## src/rtl/alu_rs_issue_if.sv

```systemverilog
// Dispatch/issue handshake bundle for the ALU reservation station, plus the
// FU input payload type shared by dispatch, the RS and the ALU/CMP unit.
// master = dispatch driver / FU consumer; slave = the reservation station.
package alu_rs_issue_pkg;
  typedef struct packed {
    logic [3:0]  fu_op;
    logic [5:0]  rd_tag;
    logic [31:0] imm;
    logic        use_imm;
  } fu_input_t;
endpackage

interface alu_rs_issue_if
  import alu_rs_issue_pkg::*;
#(
  parameter int unsigned PREG_W = 6
);
  logic              dispatch_valid;
  logic              dispatch_ready;
  fu_input_t         dispatch_op;
  logic [PREG_W-1:0] dispatch_rs1_tag;
  logic [PREG_W-1:0] dispatch_rs2_tag;
  logic              dispatch_rs1_rdy;
  logic              dispatch_rs2_rdy;
  logic              issue_valid;
  logic              issue_ready;
  fu_input_t         issue_op;
  logic [PREG_W-1:0] issue_rs1_tag;
  logic [PREG_W-1:0] issue_rs2_tag;

  modport master (
    output dispatch_valid, dispatch_op, dispatch_rs1_tag, dispatch_rs2_tag,
    output dispatch_rs1_rdy, dispatch_rs2_rdy, issue_ready,
    input  dispatch_ready, issue_valid, issue_op, issue_rs1_tag, issue_rs2_tag
  );

  modport slave (
    input  dispatch_valid, dispatch_op, dispatch_rs1_tag, dispatch_rs2_tag,
    input  dispatch_rs1_rdy, dispatch_rs2_rdy, issue_ready,
    output dispatch_ready, issue_valid, issue_op, issue_rs1_tag, issue_rs2_tag
  );
endinterface

```

## src/rtl/alu_rs_issue.sv

```systemverilog
// ALU/CMP reservation station: holds renamed ops until both source tags are
// ready (at dispatch or via CDB snoop), then issues one op per cycle.
// Optional macro RS_AGE_PRIORITY_EN: oldest-first select using per-entry age
// counters; when undefined, select is lowest-index eligible.
module alu_rs_issue
  import alu_rs_issue_pkg::*;
#(
  parameter int unsigned DEPTH     = 8,
  parameter int unsigned PREG_W    = 6,
  parameter int unsigned CDB_PORTS = 2
) (
  input  logic                        clk,
  input  logic                        rst,
  input  logic                        flush,
  alu_rs_issue_if.slave               rs_if,
  input  logic [CDB_PORTS-1:0]        cdb_valid,
  input  logic [CDB_PORTS*PREG_W-1:0] cdb_tag,
  output logic [$clog2(DEPTH):0]      occupancy
);
  localparam int unsigned IDX_W = $clog2(DEPTH);
  localparam int unsigned CNT_W = IDX_W + 1;

  typedef logic [PREG_W-1:0] tag_t;

  logic [DEPTH-1:0] valid_q, valid_d;
  logic [DEPTH-1:0] rs1_rdy_q, rs1_rdy_d;
  logic [DEPTH-1:0] rs2_rdy_q, rs2_rdy_d;
  fu_input_t        op_q      [DEPTH];
  fu_input_t        op_d      [DEPTH];
  tag_t             rs1_tag_q [DEPTH];
  tag_t             rs1_tag_d [DEPTH];
  tag_t             rs2_tag_q [DEPTH];
  tag_t             rs2_tag_d [DEPTH];
  logic [CNT_W-1:0] occ_q, occ_d;
`ifdef RS_AGE_PRIORITY_EN
  logic [IDX_W-1:0] age_q     [DEPTH];
  logic [IDX_W-1:0] age_d     [DEPTH];
  logic [IDX_W-1:0] sel_age;
`endif

  logic [DEPTH-1:0] eligible;
  logic             alloc_found;
  logic [IDX_W-1:0] alloc_idx;
  logic             sel_found;
  logic [IDX_W-1:0] sel_idx;
  logic             disp_fire;
  logic             iss_fire;

  function automatic logic cdb_hit(input tag_t tag);
    cdb_hit = 1'b0;
    for (int unsigned p = 0; p < CDB_PORTS; p++) begin
      if (cdb_valid[p] && (cdb_tag[p*PREG_W +: PREG_W] == tag)) cdb_hit = 1'b1;
    end
  endfunction

  assign eligible = valid_q & rs1_rdy_q & rs2_rdy_q;

  // Allocation target: lowest-index free entry (never the one issuing now,
  // since that entry is still valid in registered state).
  always_comb begin
    alloc_found = 1'b0;
    alloc_idx   = '0;
    for (int unsigned i = 0; i < DEPTH; i++) begin
      if (!valid_q[i] && !alloc_found) begin
        alloc_found = 1'b1;
        alloc_idx   = IDX_W'(i);
      end
    end
  end

  // Issue select over registered readiness only (no CDB-to-issue path).
  always_comb begin
    sel_found = 1'b0;
    sel_idx   = '0;
`ifdef RS_AGE_PRIORITY_EN
    sel_age   = '0;
    for (int unsigned i = 0; i < DEPTH; i++) begin
      if (eligible[i] && (!sel_found || (age_q[i] > sel_age))) begin
        sel_found = 1'b1;
        sel_idx   = IDX_W'(i);
        sel_age   = age_q[i];
      end
    end
`else
    for (int unsigned i = 0; i < DEPTH; i++) begin
      if (eligible[i] && !sel_found) begin
        sel_found = 1'b1;
        sel_idx   = IDX_W'(i);
      end
    end
`endif
  end

  // Handshake outputs; payload forced to zero whenever nothing issues.
  always_comb begin
    rs_if.dispatch_ready = (occ_q < CNT_W'(DEPTH));
    rs_if.issue_valid    = sel_found && !flush;
    rs_if.issue_op       = '0;
    rs_if.issue_rs1_tag  = '0;
    rs_if.issue_rs2_tag  = '0;
    if (rs_if.issue_valid) begin
      rs_if.issue_op      = op_q[sel_idx];
      rs_if.issue_rs1_tag = rs1_tag_q[sel_idx];
      rs_if.issue_rs2_tag = rs2_tag_q[sel_idx];
    end
  end

  assign disp_fire = rs_if.dispatch_valid && rs_if.dispatch_ready && !flush;
  assign iss_fire  = rs_if.issue_valid && rs_if.issue_ready;
  assign occupancy = occ_q;

  // Next state: wakeup, free on issue, allocate on dispatch, flush wipes valid.
  always_comb begin
    valid_d   = valid_q;
    rs1_rdy_d = rs1_rdy_q;
    rs2_rdy_d = rs2_rdy_q;
    op_d      = op_q;
    rs1_tag_d = rs1_tag_q;
    rs2_tag_d = rs2_tag_q;
`ifdef RS_AGE_PRIORITY_EN
    age_d     = age_q;
`endif
    for (int unsigned i = 0; i < DEPTH; i++) begin
      if (valid_q[i]) begin
        if (!rs1_rdy_q[i] && cdb_hit(rs1_tag_q[i])) rs1_rdy_d[i] = 1'b1;
        if (!rs2_rdy_q[i] && cdb_hit(rs2_tag_q[i])) rs2_rdy_d[i] = 1'b1;
`ifdef RS_AGE_PRIORITY_EN
        if (disp_fire && (age_q[i] != '1)) age_d[i] = age_q[i] + IDX_W'(1);
`endif
      end
    end
    if (iss_fire) valid_d[sel_idx] = 1'b0;
    if (disp_fire) begin
      valid_d[alloc_idx]   = 1'b1;
      op_d[alloc_idx]      = rs_if.dispatch_op;
      rs1_tag_d[alloc_idx] = rs_if.dispatch_rs1_tag;
      rs2_tag_d[alloc_idx] = rs_if.dispatch_rs2_tag;
      rs1_rdy_d[alloc_idx] = rs_if.dispatch_rs1_rdy || (rs_if.dispatch_rs1_tag == '0)
                             || cdb_hit(rs_if.dispatch_rs1_tag);
      rs2_rdy_d[alloc_idx] = rs_if.dispatch_rs2_rdy || (rs_if.dispatch_rs2_tag == '0)
                             || cdb_hit(rs_if.dispatch_rs2_tag);
`ifdef RS_AGE_PRIORITY_EN
      age_d[alloc_idx]     = '0;
`endif
    end
    occ_d = occ_q + CNT_W'(disp_fire) - CNT_W'(iss_fire);
    if (flush) begin
      valid_d = '0;
      occ_d   = '0;
    end
  end

  // Control state: valid bits and occupancy, synchronous active-low reset.
  always_ff @(posedge clk) begin
    if (!rst) begin
      valid_q <= '0;
      occ_q   <= '0;
    end else begin
      valid_q <= valid_d;
      occ_q   <= occ_d;
    end
  end

  // Entry payload and readiness; only meaningful while the entry is valid.
  always_ff @(posedge clk) begin
    rs1_rdy_q <= rs1_rdy_d;
    rs2_rdy_q <= rs2_rdy_d;
    op_q      <= op_d;
    rs1_tag_q <= rs1_tag_d;
    rs2_tag_q <= rs2_tag_d;
`ifdef RS_AGE_PRIORITY_EN
    age_q     <= age_d;
`endif
  end

  // Occupancy bounds and allocation consistency.
  always_ff @(posedge clk) begin
    if (rst) begin
      assert (occ_q <= CNT_W'(DEPTH));
      assert (!(disp_fire && !alloc_found));
      assert (!(iss_fire && (occ_q == '0)));
    end
  end
endmodule

```

## src/flat_wrapper.sv

```systemverilog
// flat-port wrapper written by rule: the top's interface ports become plain ports
module alu_rs_issue_flat import alu_rs_issue_pkg::*;
#(
  parameter int unsigned DEPTH     = 8,
  parameter int unsigned PREG_W    = 6,
  parameter int unsigned CDB_PORTS = 2
)
  (clk, rst, flush, cdb_valid, cdb_tag, occupancy, rs_if_dispatch_valid, rs_if_dispatch_op, rs_if_dispatch_rs1_tag, rs_if_dispatch_rs2_tag, rs_if_dispatch_rs1_rdy, rs_if_dispatch_rs2_rdy, rs_if_issue_ready, rs_if_dispatch_ready, rs_if_issue_valid, rs_if_issue_op, rs_if_issue_rs1_tag, rs_if_issue_rs2_tag);
  alu_rs_issue_if #(.PREG_W(PREG_W)) rs_if_i ();
  input  logic clk;
  input  logic rst;
  input  logic flush;
  input  logic [CDB_PORTS-1:0] cdb_valid;
  input  logic [CDB_PORTS*PREG_W-1:0] cdb_tag;
  output logic [$clog2(DEPTH):0] occupancy;
  input wire logic [$bits(rs_if_i.dispatch_valid)-1:0] rs_if_dispatch_valid;
  input wire logic [$bits(rs_if_i.dispatch_op)-1:0] rs_if_dispatch_op;
  input wire logic [$bits(rs_if_i.dispatch_rs1_tag)-1:0] rs_if_dispatch_rs1_tag;
  input wire logic [$bits(rs_if_i.dispatch_rs2_tag)-1:0] rs_if_dispatch_rs2_tag;
  input wire logic [$bits(rs_if_i.dispatch_rs1_rdy)-1:0] rs_if_dispatch_rs1_rdy;
  input wire logic [$bits(rs_if_i.dispatch_rs2_rdy)-1:0] rs_if_dispatch_rs2_rdy;
  input wire logic [$bits(rs_if_i.issue_ready)-1:0] rs_if_issue_ready;
  output wire logic [$bits(rs_if_i.dispatch_ready)-1:0] rs_if_dispatch_ready;
  output wire logic [$bits(rs_if_i.issue_valid)-1:0] rs_if_issue_valid;
  output wire logic [$bits(rs_if_i.issue_op)-1:0] rs_if_issue_op;
  output wire logic [$bits(rs_if_i.issue_rs1_tag)-1:0] rs_if_issue_rs1_tag;
  output wire logic [$bits(rs_if_i.issue_rs2_tag)-1:0] rs_if_issue_rs2_tag;
  assign rs_if_i.dispatch_valid = rs_if_dispatch_valid;
  assign rs_if_i.dispatch_op = rs_if_dispatch_op;
  assign rs_if_i.dispatch_rs1_tag = rs_if_dispatch_rs1_tag;
  assign rs_if_i.dispatch_rs2_tag = rs_if_dispatch_rs2_tag;
  assign rs_if_i.dispatch_rs1_rdy = rs_if_dispatch_rs1_rdy;
  assign rs_if_i.dispatch_rs2_rdy = rs_if_dispatch_rs2_rdy;
  assign rs_if_i.issue_ready = rs_if_issue_ready;
  assign rs_if_dispatch_ready = rs_if_i.dispatch_ready;
  assign rs_if_issue_valid = rs_if_i.issue_valid;
  assign rs_if_issue_op = rs_if_i.issue_op;
  assign rs_if_issue_rs1_tag = rs_if_i.issue_rs1_tag;
  assign rs_if_issue_rs2_tag = rs_if_i.issue_rs2_tag;
  alu_rs_issue #(.DEPTH(DEPTH), .PREG_W(PREG_W), .CDB_PORTS(CDB_PORTS)) u_core (.clk(clk), .rst(rst), .flush(flush), .rs_if(rs_if_i), .cdb_valid(cdb_valid), .cdb_tag(cdb_tag), .occupancy(occupancy));
endmodule
```

## config.mk

```make
export PLATFORM = sky130hd
export DESIGN_NAME = alu_rs_issue_flat
export DESIGN_NICKNAME = d
export VERILOG_FILES = /design/src/rtl/alu_rs_issue_if.sv /design/src/rtl/alu_rs_issue.sv /design/src/flat_wrapper.sv
export SDC_FILE = /design/constraint.sdc
export NUM_CORES = 1
export LEC_CHECK = 0
export ABC_AREA = 1
export CORE_MARGIN = 2
export CORE_UTILIZATION = 40
export DETAILED_ROUTE_END_ITERATION = 12
export HOLD_SLACK_MARGIN = 0.15
export PLACE_DENSITY = 0.67
export SLEW_MARGIN = 5
export SYNTH_ARGS = -nofsm -noshare
export SYNTH_HDL_FRONTEND = slang
export SYNTH_SLANG_ARGS = --single-unit
```

## constraint.sdc

```tcl
create_clock -name clk -period 6.4 [get_ports clk]
set_clock_uncertainty 0.1 [all_clocks]
set_input_delay 1.6 -clock clk [delete_from_list [all_inputs] [get_ports clk]]
set_output_delay 1.6 -clock clk [all_outputs]
set_load 0.02 [all_outputs]
```

==> metrics.md, run 1 <==
| Metric | Value |
|---|---|
| Fin nets | `2382` |
| Largest stage delay, worst path | `0.61 ns` |
| Multi-input gate area | `~0.0068 sq mm` |
| Clk buf depth | `3` |
| Pwr Density | `~260 mW/mm^2` |
| CP Capture Type | `primary output` |
| Final core occ | `0.472` |
| # DRC | `0` |
| Ys Warns | `0` |
| Crit path top cell by count | `nand3_1` |
| Worst Setup SP | `u_core.valid_q[0]` |
| Cell Area, Placed | `0.0238 sq mm` |
| Fillcell total | `4831` |
| DR pass1 iterations | `8` |
| Vias in the first global route | `between 15000 and 20000` |
| Final Hold Viols | `0` |
| Hold-fix buffers, CTS | `0` |
| Mux share of post-synthesis cell area | `0` |
| #FFs+latches synth | `between 400 and 500` |
| Worst Reg-to-Reg Cells | `16` |
| Initial antenna violation count | `1` |
| Gr ovfl total | `0` |
| Required time worst endpoint | `approximately 4.7 ns` |
| Post-synth net total | `~2300` |
| Synth Flop Type | `edfxtp_1` |
| Reg2reg end | `u_core.occupancy[2]` |
| Area grow syn2layout | `17.0%` |
| Die H | `237 um` |
| Final Cell Area | `roughly 0.025 sq mm` |
| Total wire length | `between 60000 and 70000 um` |
| TritonCTS clock tree | `yes` |
| P_leak | `about 9.3 nW` |
| Die W | `around 240 um` |
| Share of layout cells above drive strength 1 | `0.0653` |
| Global-route wire length before repair | `around 94000 um` |
| Syn Inst Count | `about 2200` |
| Post-placement cell count | `between 2000 and 3000` |
| Largest family of logic cells by synthesized area | `simple AND/OR/NAND/NOR gates` |
| Total number of vias | `16691` |
| Syn Area/Cell | `between 9 and 10 sq um` |
| Post-synthesis simple-gate area fraction | `0.242` |
| Number of synthesized flops with an enable pin | `440` |
| CTS sink count | `468` |
| Initial Utilization | `0.404` |
| Min Clock Period, post-route | `5.70 ns` |
| Port Buffer Count | `between 100 and 150` |
| Synth top area share | `0.609` |
| Worst-path fanout max | `a little under 100` |
| CP Class | `register to primary output` |
| Setup_tns | `0 ns` |
| Max-slew violation count | `0` |
| Ports | `about 140` |
| Maxcap violations | `0` |
| Post-synthesis compound-gate area fraction | `0.0463` |
| R2R Setup Slk | `3.00 ns` |
| Cell row count | `85` |
| Fraction of registers with async set/reset | `0` |
| Worst slew pin tran | `1.12 ns` |
| DR vias/cell | `5.49` |
| RSZ-0062 raised after global routing | `false` |
| Adder-cell share of the synthesized area | `0.00323` |
| GRT Util Overall | `0.219` |
| Final setup fails | `0` |
| Post-synthesis sequential area ratio | `0.635` |
| Max Clk Rate | `176 MHz` |
| Root Buffer | `clkbuf_16` |
| Clock Pin Slew Worst Setup and Hold Paths | `around 0.060 ns` |
| Largest net degree at the start of global routing | `100` |
| Post CTS Setup Buffer Count | `0` |
| CTS H-tree depth | `2` |
| Crit start category | `register` |
| Crit path cell chain | `nand3_2 > nand2_2 > nor3_2 > nand4_2 > nand2_8 > buf_4 > nand2_1 > nand3_1 > nand3_1 > nor2_1 > clkdlybuf4s50_1` |
| Yosys cell types | `40` |
| Synth Area in XOR/XNOR | `0.0194` |
| Peak supply drop | `~0.18 mV` |
| Status | `finished, final reports clean` |
| Final ANT Viol Nets | `0` |
| CTS buffer count | `50` |
| Drt wl/cell | `between 20 and 25 um` |
| Floorplan core area | `~0.054 sq mm` |
| Final Wtd Congestion | `between 0.9 and 1` |
| Final Power | `0.00657 W` |
| Worst-Skew Late Latency | `0.60 ns` |
| Slowest CP cell | `nand2_8` |
| Iteration-0 DRC Markers | `around 2000` |
| Detailed Place HPWL | `between 30000 and 40000 um` |
| Relative slew slack | `0.253` |
| CTS resizes | `0` |
| Reg2reg start | `u_core.valid_q[4]` |
| Leading area contributor after synthesis | `edfxtp_1` |
| Cell Area, Synth | `about 0.022 sq mm` |
| Top cells by area, synth | `edfxtp_1 (61%), nand2_1 (12%), nand3_1 (6.9%), dfxtp_1 (2.6%), inv_1 (2.4%)` |
| Die area | `0.0561 sq mm` |
| Antenna fix cells | `0` |
| Arr. time, crit path | `approximately 4.0 ns` |
| Final worst path period share | `0.890` |
| Worst setup path end | `rs_if_issue_op[9]` |
| Non-filler instance count after layout | `3038` |
| Register area | `roughly 0.014 sq mm` |
| HP Class | `register to register` |
[registers in the layout, summed over array words and instances, names as in the netlist]
register	count
u_core.rs2_tag_q	48
u_core.rs2_rdy_q	8
u_core.op_q	344
u_core.rs1_rdy_q	8
u_core.valid_q	8
u_core.rs1_tag_q	48
u_core.occupancy	4
[layout by cell type, fill, tap and decap left out, types with 9 or more instances in the layout]
cell | Yosys | layout
o21ai_0 | 44 | 44
nand2_1 | 717 | 716
nand3_1 | 301 | 301
edfxtp_1 | 440 | 440
nor2_4 | 1 | 9
inv_1 | 140 | 137
nor2_1 | 121 | 114
a21oi_1 | 30 | 30
clkinv_1 | 3 | 15
nor3_1 | 30 | 30
clkbuf_16 | 0 | 51
buf_4 | 11 | 41
nand4_1 | 32 | 32
clkdlybuf4s50_1 | 0 | 136
xor2_1 | 30 | 30
o22ai_1 | 56 | 56
dfxtp_1 | 28 | 28
xnor2_1 | 18 | 18
a211oi_1 | 17 | 17
[synthesized netlist by cell type, types with 2 or more instances]
cell type / n
o211ai_1: 6
or2_2: 7
a211oi_1: 17
buf_1: 9
nand4_1: 32
nand3b_1: 7
dfxtp_1: 28
o22ai_1: 56
xor2_1: 30
nor3_1: 30
nor4_1: 7
nand2_1: 717
inv_2: 4
ha_1: 4
clkbuf_1: 27
buf_4: 11
o2111ai_1: 6
o21ai_0: 44
nor2_2: 3
nand3_1: 301
a21oi_1: 30
nand3_2: 2
inv_1: 140
nand2_2: 4
edfxtp_1: 440
buf_6: 13
nor2_1: 121
a21o_1: 2
xnor2_1: 18
buf_2: 52
clkinv_1: 3
[final cells by class]
cell class	count	area share
sequential	468	0.543
multi-input combinational	1453	0.268
timing repair buffer	181	0.0689
clock buffer	59	0.0519
tap	696	0.0343
inverter	147	0.0217
clock inverter	34	0.0120
[critical path: cells and delay by family (launching register included)]
family / cells / cell delay (ns)
DFF: 1 / 0.36
buffers and inverters: 2 / 1.17
and+or+nand+nor: 9 / 1.81
[routing by layer]
layer  up-vias  share of wire  GRT usage
met1      7915           0.41      0.293
met2       872           0.46      0.357
met5         -        0.00018          0
met4         2          0.035     0.0840
li1       7739              -          -
met3       163          0.096     0.0387
[per-stage QoR]
stage / hold WS, ns / setup WS [ns]
after detailed placement: 0.415 / 1.03
after floorplan: 0.384 / 1.36
after global routing: 0.453 / 0.427
after global placement: 0.406 / 1.14
after CTS: 0.432 / 0.694
final: 0.431 / 0.703
[cell families (layout without fill, tap and decap cells)]
family | count (synthesis) | after routing
AOI/OAI and AO/OA | 166 | 166
xor gates and xnor gates | 48 | 48
adders and majority gates | 5 | 5
buffers and inverters | 259 | 421
DFF | 468 | 468
and+or+nand+nor | 1234 | 1234
[how the worst min path moves through the flow]
stage	startpoint	to	slack, ns	cells after the start
4_1_cts	u_core.rs1_rdy_q[5]	u_core.rs1_rdy_q[5]	0.43	3
2_1_floorplan	u_core.rs1_rdy_q[7]	u_core.rs1_rdy_q[7]	0.38	4
3_3_place_gp	u_core.rs1_rdy_q[7]	u_core.rs1_rdy_q[7]	0.41	4
3_5_place_dp	u_core.rs1_rdy_q[7]	u_core.rs1_rdy_q[7]	0.42	4
6_report	u_core.rs1_rdy_q[5]	u_core.rs1_rdy_q[5]	0.43	3
5_1_grt	u_core.rs1_rdy_q[5]	u_core.rs1_rdy_q[5]	0.45	3
[power by group]
| group | internal, W | switching, W |
|---|---|---|
| clock | 0.00164 | 0.00120 |
| combinational | 0.000118 | 0.000220 |
| sequential | 0.00338 | 0.0000140 |
| total | 0.00513 | 0.00144 |
No activity file was read; power rests on OpenSTA's default activity.
==> inputs of run 2 (changes only) <==
--- a/config.mk
+++ b/config.mk
@@ -6,11 +6,12 @@
 export NUM_CORES = 1
 export LEC_CHECK = 0
 export ABC_AREA = 1
+export CORE_ASPECT_RATIO = 1.4
 export CORE_MARGIN = 2
 export CORE_UTILIZATION = 40
 export DETAILED_ROUTE_END_ITERATION = 12
 export HOLD_SLACK_MARGIN = 0.15
-export PLACE_DENSITY = 0.67
+export PLACE_DENSITY_LB_ADDON = 0.2
 export SLEW_MARGIN = 5
 export SYNTH_ARGS = -nofsm -noshare
 export SYNTH_HDL_FRONTEND = slang
==> run 2 against run 1 <==
  * Critical path depth grew 2
  * Sequential cell count is the same
  * Combinational power is 2% higher
  * Wire length rose by 6.1%
  * Maximum frequency grew 1.3%
  * Setup slack better by 0.075 ns
  * Non-clock buffer count rose by 2
  * Die area hardly changed
  * First-iteration DRC count fell by 21%
  * Total power fell by 2.5%
  * Clock-buffer cell count grew 1
  * Critical endpoint is now rs_if_issue_op[22]
==> metrics.md, run 2 (same netlist as run 1, synthesis figures left out) <==
| Metric | Value |
|---|---|
| Status | `finished, final reports clean (unchanged)` |
| Worst setup margin | `0.778 ns (was 0.703 ns)` |
| Relative slew slack | `0.231 (was 0.253)` |
| Required time worst endpoint | `4.70 ns (about the same)` |
| Combinational power share | `0.054 (was 0.051)` |
| TritonCTS clock tree | `yes (unchanged)` |
| Largest regs | `u_core.op_q x344, u_core.rs1_tag_q x48, u_core.rs2_tag_q x48 (unchanged)` |
| RSZ-0062 raised after global routing | `false (unchanged)` |
| Worst-Skew Late Latency | `0.59 ns (was 0.60 ns)` |
| Initial Utilization | `0.402 (was 0.404)` |
| Initial antenna violation count | `2 (was 1)` |
| Sw frac | `0.219 (about the same)` |
| Detailed Place HPWL | `41500 um (was 38000 um)` |
| Ports | `137 (unchanged)` |
| Fillcell total | `5039 (was 4831)` |
| # DRC | `0 (unchanged)` |
| CP Capture Type | `primary output (unchanged)` |
| Die area | `0.0561 sq mm (about the same)` |
| DR vias/cell | `5.45 (was 5.49)` |
| Crit path cell chain | `nand3_1 > nand2_2 > nor2_2 > nand3_1 > nand2_2 > inv_1 > nand2_8 > buf_4 > nand2_1 > nand3_1 > nand3_1 > nor2_1 > clkdlybuf4s50_1 (was nand3_2 > nand2_2 > nor3_2 > nand4_2 > nand2_8 > buf_4 > nand2_1 > nand3_1 > nand3_1 > nor2_1 > clkdlybuf4s50_1)` |
| Max Clk Rate | `178 MHz (was 176 MHz)` |
| DR pass1 iterations | `6 (was 8)` |
| Final ANT Viol Nets | `0 (unchanged)` |
| P_leak | `9.33 nW (was 9.34 nW)` |
| Max reg flops | `344 (unchanged)` |
| Pwr Density | `252 mW/mm^2 (was 259 mW/mm^2)` |
| Slowest CP cell | `nand2_8 (unchanged)` |
| Reg power frac | `0.529 (was 0.516)` |
| Floorplan core area | `0.0540 sq mm (was 0.0537 sq mm)` |
| Peak supply drop | `0.205 mV (was 0.183 mV)` |
| CP Class | `register to primary output (unchanged)` |
| Post CTS Setup Buffer Count | `0 (unchanged)` |
| Drt wl/cell | `21.7 um (was 20.5 um)` |
| Total wire length | `66200 um (was 62400 um)` |
| Port Buffer Count | `136 (unchanged)` |
| Largest net degree at the start of global routing | `129 (was 100)` |
| Most frequent cells in the layout | `nand2_1 (716), edfxtp_1 (440), nand3_1 (301), inv_1 (137), clkdlybuf4s50_1 (136) (unchanged)` |
| Pint | `0.00500 W (was 0.00513 W)` |
| Antenna fix cells | `0 (unchanged)` |
| Maxcap violations | `0 (unchanged)` |
| Clock power frac | `0.417 (was 0.433)` |
| Setup_tns | `0 ns (unchanged)` |
| Vias in the first global route | `16240 (was 15997)` |
| Global-route wire length before repair | `99400 um (was 94100 um)` |
| CTS resizes | `0 (unchanged)` |
| Largest stage delay, worst path | `0.64 ns (was 0.61 ns)` |
| Max-slew violation count | `0 (unchanged)` |
| Arr. time, crit path | `3.92 ns (was 4.00 ns)` |
| Final setup fails | `0 (unchanged)` |
| Pre-CTS setup slack | `1.06 ns (was 1.03 ns)` |
| GRT Util Overall | `0.234 (was 0.219)` |
| CTS sink count | `468 (unchanged)` |
| Share of layout cells above drive strength 1 | `0.0625 (was 0.0653)` |
| Worst slew pin tran | `1.15 ns (was 1.12 ns)` |
| Worst-path fanout max | `128 (was 99)` |
| Area grow syn2layout | `17.0% (about the same)` |
| Total number of vias | `16646 (was 16691)` |
| Crit path top cell by count | `nand3_1 (unchanged)` |
| Clk buf depth | `3 (unchanged)` |
| CTS H-tree depth | `2 (unchanged)` |
| Die W | `201 um (was 237 um)` |
| Gr ovfl total | `0 (unchanged)` |
| Top reg by flops | `u_core.op_q (unchanged)` |
| CTS buffer count | `47 (was 50)` |
| Crit start category | `register (unchanged)` |
| Most common cell after layout, fill and taps aside | `nand2_1 (unchanged)` |
| NetSw | `0.00140 W (was 0.00144 W)` |
| Final Hold Viols | `0 (unchanged)` |
| Fin nets | `2381 (was 2382)` |
| Die H | `279 um (was 237 um)` |
| Hold-fix buffers, CTS | `0 (unchanged)` |
| Min Clock Period, post-route | `5.62 ns (was 5.70 ns)` |
| Root Buffer | `clkbuf_16 (unchanged)` |
| Clock Pin Slew Worst Setup and Hold Paths | `0.06 ns (about the same)` |
| Iteration-0 DRC Markers | `1557 (was 1983)` |
| Final worst path period share | `0.878 (was 0.890)` |
| Cell row count | `101 (was 85)` |
| Final Wtd Congestion | `0.957 (was 0.929)` |
| HP Class | `register to register (unchanged)` |
run 2: changes by cell type in the layout (fill, tap and decap cells not counted), sizes merged:
cell,previous run,this run
clkinv,28,24
clkinvlp,4,1
buf,45,47
bufinv,4,2
clkbuf,59,60
run 2: path summary, 6_finish.rpt:
kind / from / end / slack, ns / cells after the start
setup / recovery: u_core.valid_q[3] / rs_if_issue_op[22] / 0.78 / 13
hold / removal: u_core.rs2_rdy_q[5] / u_core.rs2_rdy_q[5] / 0.43 / 3
setup reg to reg: u_core.valid_q[4] / u_core.occupancy[2] / 2.85 / 16
hold reg to reg: u_core.rs2_rdy_q[5] / u_core.rs2_rdy_q[5] / 0.43 / 3
run 2: final cells by class:
cell class / instances / area [sq um] / area share
inverters: 147 / 553 / 0.0218
clock buffers: 60 / 1290 / 0.0507
repair buffers: 183 / 1840 / 0.0725
well taps: 721 / 902 / 0.0356
clock inverters: 25 / 209 / 0.00824
multi-input cells: 1453 / 6810 / 0.268
flip-flops and latches: 468 / 13800 / 0.543
run 2: metal layers:
layer | vias up | routed length, um | GRT usage | part of all wire
met3 | 204 | 4200 | 0.0378 | 0.063
met4 | 4 | 3240 | 0.116 | 0.049
met1 | 8016 | 25800 | 0.280 | 0.39
li1 | 7721 | - | - | -
met5 | - | 26 | 0 | 0.00039
met2 | 701 | 33000 | 0.411 | 0.50
run 2: power groups by stage:
stage / Clock [W] / Combinational, W / Sequential (W)
finish: 0.00267 / 0.000343 / 0.00339
global placement: 0 / 0.000334 / 0.00345
detailed placement: 0 / 0.000339 / 0.00345
global route: 0.00285 / 0.000368 / 0.00339
floorplan: 0 / 0.000156 / 0.00345
CTS: 0.00274 / 0.000340 / 0.00339
run 2: worst max-delay path, delay by kind of cell (launching register included):
family	cells	cell delay (ns)
buf+inv	3	1.12
flops	1	0.35
simple gates	10	1.80
run 2: per-stage QoR:
stage	instances	utilization	total power, W	hold slack [ns]	cell area (sq um)
after global routing	3057	0.470	0.00661	0.474	25400
final	3057	0.470	0.00640	0.435	25400
after floorplan	2180	-	0.00361	0.384	21700
after global placement	2972	0.442	0.00379	0.407	23900
after detailed placement	2972	0.442	0.00379	0.416	23900
after CTS	3057	0.470	0.00647	0.433	25400
